===== src/rtl/pry2oht_rr_arbiter.sv =====
// Registered round-robin arbiter over two rightmost-priority one-hot encoders (masked and raw).
// Optional burst lock enabled by defining PRY2OHT_RR_ARBITER_LOCK_EN.

module pry2oht_tree #(
  parameter int WIDTH          = 4,
  parameter int SPLIT          = 2,
  parameter int IMPLEMENTATION = 0
) (
  input  logic [WIDTH-1:0] vec,
  output logic [WIDTH-1:0] oht
);
  localparam int LOG_S  = $clog2(SPLIT);
  localparam int LEVELS = ($clog2(WIDTH) + LOG_S - 1) / LOG_S;

  generate
    if (IMPLEMENTATION == 0) begin : g_tree
      // A bit wins when, at every tree level, no lower sibling group holds a set bit.
      for (genvar gi = 0; gi < WIDTH; gi++) begin : g_bit
        logic [LEVELS-1:0] blk;
        for (genvar gl = 0; gl < LEVELS; gl++) begin : g_lvl
          localparam int CB = (gi / (SPLIT ** gl)) * (SPLIT ** gl);
          localparam int GB = (gi / (SPLIT ** (gl + 1))) * (SPLIT ** (gl + 1));
          localparam logic [WIDTH-1:0] SIB_MASK =
            ({WIDTH{1'b1}} << GB) & ~({WIDTH{1'b1}} << CB);
          assign blk[gl] = |(vec & SIB_MASK);
        end
        assign oht[gi] = vec[gi] & ~|blk;
      end
    end else begin : g_flat
      assign oht = vec & (~vec + {{(WIDTH-1){1'b0}}, 1'b1});
    end
  endgenerate
endmodule

module pry2oht_rr_arbiter #(
  parameter int WIDTH          = 4,
  parameter int SPLIT          = 2,
  parameter int IMPLEMENTATION = 0,
  localparam int IDX_W         = $clog2(WIDTH)
) (
  input  logic             clk,
  input  logic             rst_n,
  input  logic [WIDTH-1:0] req,
  output logic             gnt_vld,
  input  logic             gnt_rdy,
  output logic [WIDTH-1:0] gnt_oht,
  output logic [IDX_W-1:0] gnt_idx
`ifdef PRY2OHT_RR_ARBITER_LOCK_EN
  ,
  input  logic             lock
`endif
);
  typedef enum logic {IDLE, GRANT} state_t;

  state_t             state_q, state_d;
  logic [WIDTH-1:0]   mask_q, mask_d;
  logic [WIDTH-1:0]   gnt_oht_q, gnt_oht_d;
  logic [IDX_W-1:0]   gnt_idx_q, gnt_idx_d;
  logic               hs, lock_hit;
  logic [WIDTH-1:0]   masked, oht_m, oht_r, winner;
  logic [IDX_W-1:0]   win_idx;

  pry2oht_tree #(.WIDTH(WIDTH), .SPLIT(SPLIT), .IMPLEMENTATION(IMPLEMENTATION)) u_pry_masked (
    .vec (masked),
    .oht (oht_m)
  );

  pry2oht_tree #(.WIDTH(WIDTH), .SPLIT(SPLIT), .IMPLEMENTATION(IMPLEMENTATION)) u_pry_raw (
    .vec (req),
    .oht (oht_r)
  );

  // Arbitration after a handshake must see the rotated mask so back-to-back grants advance.
  always_comb begin
    hs       = (state_q == GRANT) & gnt_rdy;
`ifdef PRY2OHT_RR_ARBITER_LOCK_EN
    lock_hit = hs & lock & |(req & gnt_oht_q);
`else
    lock_hit = 1'b0;
`endif
    mask_d   = mask_q;
    if (hs && !lock_hit) begin
      mask_d = ~((gnt_oht_q << 1) - {{(WIDTH-1){1'b0}}, 1'b1});
    end
    masked = req & mask_d;
  end

  always_comb begin
    winner  = lock_hit ? gnt_oht_q : ((|masked) ? oht_m : oht_r);
    win_idx = '0;
    for (int i = 0; i < WIDTH; i++) begin
      if (winner[i]) win_idx = win_idx | IDX_W'(i);
    end
    state_d   = state_q;
    gnt_oht_d = gnt_oht_q;
    gnt_idx_d = gnt_idx_q;
    if (state_q == IDLE || hs) begin
      if (|winner) begin
        state_d   = GRANT;
        gnt_oht_d = winner;
        gnt_idx_d = win_idx;
      end else begin
        state_d   = IDLE;
        gnt_oht_d = '0;
        gnt_idx_d = '0;
      end
    end
  end

  always_ff @(posedge clk or negedge rst_n) begin
    if (!rst_n) begin
      state_q   <= IDLE;
      mask_q    <= '1;
      gnt_oht_q <= '0;
      gnt_idx_q <= '0;
    end else begin
      state_q   <= state_d;
      mask_q    <= mask_d;
      gnt_oht_q <= gnt_oht_d;
      gnt_idx_q <= gnt_idx_d;
    end
  end

  assign gnt_vld = (state_q == GRANT);
  assign gnt_oht = gnt_oht_q;
  assign gnt_idx = gnt_idx_q;
endmodule


===== config.mk =====
export PLATFORM = sky130hd
export DESIGN_NAME = pry2oht_rr_arbiter
export DESIGN_NICKNAME = d
export VERILOG_FILES = /design/src/rtl/pry2oht_rr_arbiter.sv
export SDC_FILE = /design/constraint.sdc
export NUM_CORES = 1
export LEC_CHECK = 0
export BUFFER_PORTS_ARGS = -buffer_cell sky130_fd_sc_hd__buf_2
export CORE_AREA = 2 2 39 41
export CTS_CLUSTER_DIAMETER = 150
export DETAILED_ROUTE_END_ITERATION = 10
export DIE_AREA = 0 0 41 43
export HOLD_SLACK_MARGIN = 0.05
export PLACE_DENSITY = 0.72
export SYNTH_ARGS = -nofsm -noshare
export SYNTH_HDL_FRONTEND = slang
export SYNTH_SLANG_ARGS = --single-unit

===== constraint.sdc =====
create_clock -name clk -period 2.3 [get_ports clk]
set_input_delay 0 -clock clk [delete_from_list [all_inputs] [get_ports clk]]
set_output_delay 0 -clock clk [all_outputs]
set_load 0.1 [all_outputs]

==> impl_metrics.tcl <==
set metrics [dict create \
    timing.hold.ws_ns 0.08156 \
    required_ns 2.50 \
    power.ir.vdd_worst_v 0.0005596 \
    port_buffers 13 \
    drc_errors 0 \
    area_growth_pct 18.41 \
    syn_area_um2 645.6 \
    relSlewSlack_pct 67.48 \
    cp.arrival_ns 1.90 \
    cp-start-kind "flop" \
    report.final.hold_viol_count 0 \
    overflow 0 \
    ys_top_cells_by_area "dfrtp_1 27%, dfstp_2 16%, nand2_1 5.2%" \
    hp-class "input pin to flop" \
    finalSetupViolCount 0 \
    nFillCells 128 \
    register_area_um2 280.3 \
    cts_tree "yes" \
    cts-root-buf "clkbuf_4" \
    synth_top_family_by_area "compound AO/OA/AOI/OAI gates" \
    drt.antenna.violating_nets 0 \
    dr_wl_met3_um 36 \
    grt_use_total_pct 20.73 \
    post-route-min-period_ns 1.694 \
    clkSinkCount 11 \
    yosysSeqAreaShare_pct 43.41 \
    wl_per_cell_um 14.59 \
    first_pass_iters 4 \
    ys_ff_latch 11 \
    layout_commonest_cell "buf_2" \
    clkLatencyLatePin_ns 0.27 \
    grt_pass1_vias 526 \
    place.gp.congestion 0.9535 \
    clk_pin_slew_ns 0.07 \
    synthAdderAreaFrac_pct 1.938 \
    ys.flop_type "dfrtp_1" \
    fmax_ghz 0.5902 \
    drive_gt1_share_pct 37.50 \
    h-tree-depth 1 \
    synth_warnings 0 \
    numCtsBuffers 3 \
    grt_first_pass_wirelength_um 2421 \
    die_width_um 41 \
    status "finished clean" \
    skew_ns 0.003519 \
    synth_top_area_share_pct 27.13 \
    vias 546 \
    num_antenna_cells 0 \
    nNetsFinal 89 \
    syn_nets 70 \
    end_kind "flop" \
    grt_max_degree 12 \
    die_area_mm2 0.001763 \
    core_area_mm2 0.001384 \
    hold_depth 3 \
    synth_edf_count 0 \
    antenna_found_initial 0 \
    die_height_um 43 \
    tightest_slew_ns 0.4912 \
    synth-compound-area-share_pct 23.45 \
    final_cell_mix "13 x buf_2, 9 x nand2_1, 7 x dfrtp_1, 6 x nand3_1, 5 x inv_1" \
    dp_hpwl_um 1048 \
    yosysTopAreaCell "dfrtp_1" \
    power_density_mw_per_mm2 1107 \
    period_share_pct 73.67 \
    highest_layer "met4" \
    p_leak_nw 0.3651 \
    crit_fanout 5 \
    wl_um 1401 \
    tns_ns 0 \
    synth_xor_area_share_pct 1.357 \
    worstSetupPathType "flop to flop" \
    grt_setup_unrepaired "false" \
    cap_violations 0 \
    drtIter0Drc 7 \
    synth_cell_type_count 31 \
    synth.avg_cell_area_um2 10.41 \
    drt-met1-wl_um 582 \
    cts.path.max_buffers 2 \
    synthMuxAreaShare_pct 4.070 \
    route.met2.wl_um 763 \
    syn_inst 62 \
    r2r_cells 6 \
    via_per_inst 5.688 \
    rows 14 \
    start_util_pct 46.65 \
    io_pins 14 \
    slew_viol_final 0 \
    async_flop_share_pct 100.0 \
    multiInputGateArea_um2 324.1 \
    synthSimpleGateAreaFrac_pct 19.38 \
]
report_power, final:
part,internal [mW],switching (mW),total (mW),leakage (nW)
Combinational,0.106,0.324,0.430,0.222
Sequential,0.253,0.0290,0.282,0.128
Clock,0.0672,0.0667,0.134,0.0150
cell usage after synthesis (2+ instances only):
cell      number
nand3_1        6
a21boi_0       2
dfrtp_1        7
dfstp_2        4
buf_6          2
inv_1          5
nand2_1        9
or3_1          2
a21bo_2        2
o21ai_0        2
per-stage QoR:
step	power (mW)	util [%]	setup WS, ns	std cells	cell area (um2)
3_3_place_gp	0.7051	51.18	0.6595	89	708.2
2_1_floorplan	0.6351	-	0.05638	62	645.6
5_1_grt	0.8880	55.24	0.4967	96	764.5
4_1_cts	0.8532	55.24	0.6135	96	764.5
3_5_place_dp	0.7122	51.18	0.6334	89	708.2
6_report	0.8463	55.24	0.6056	96	764.5
timing repair:
item	4_1_cts	5_1_grt
hold buffers	3	0
buffers inserted	0	0
gates resized for setup	0	0
hold endpoints to repair	13	0
worst max-delay path, cell delays in order, from the launching register on:
cell	delay, ns
dfrtp_1	0.40
inv_1	0.06
ha_1	0.30
mux2_2	0.29
a2111oi_2	0.35
o21ai_1	0.13
nand3_1	0.10
registers in the layout (all words and copies together) (netlist names):
signal	flops
gnt_oht	4
gnt_vld	1
mask_q	4
gnt_idx	2
kinds of logic (layout without fill, tap and decap cells):
logic type                 after synthesis  count (layout)
adders and majority gates                1               1
muxes                                    2               2
xor gates and xnor gates                 1               1
buffers and inverters                    7              25
DFF                                     11              11
AOI/OAI and AO/OA                       16              16
and+or+nand+nor                         24              24
routing by layer:
layer  global-route usage (%)  up-vias
met2                    30.63        8
met5                        0        -
met1                    28.43      270
li1                         -      266
met3                    3.141        2
met4                    10.00        0
cell type report:
| class | instances | share of cell area, % |
|---|---|---|
| multi-input cells | 44 | 42.39 |
| flip-flops and latches | 11 | 36.66 |
| repair buffers | 16 | 12.44 |
| clock buffers | 4 | 3.437 |
| well taps | 16 | 2.619 |
| inverters | 5 | 2.455 |
final timing paths:
check | start | slack, ns | to
worst max-delay path | gnt_oht[0] | 0.61 | gnt_idx[0]
min in group asynchronous | rst_n | 0.12 | gnt_oht[0]
worst max register to register | gnt_oht[0] | 0.61 | gnt_idx[0]
worst min register to register | gnt_oht[3] | 0.47 | gnt_oht[3]
worst min-delay path | req[2] | 0.08 | gnt_oht[2]
max in group asynchronous | rst_n | 1.91 | mask_q[3]
Power figures use the tool's default switching activity.
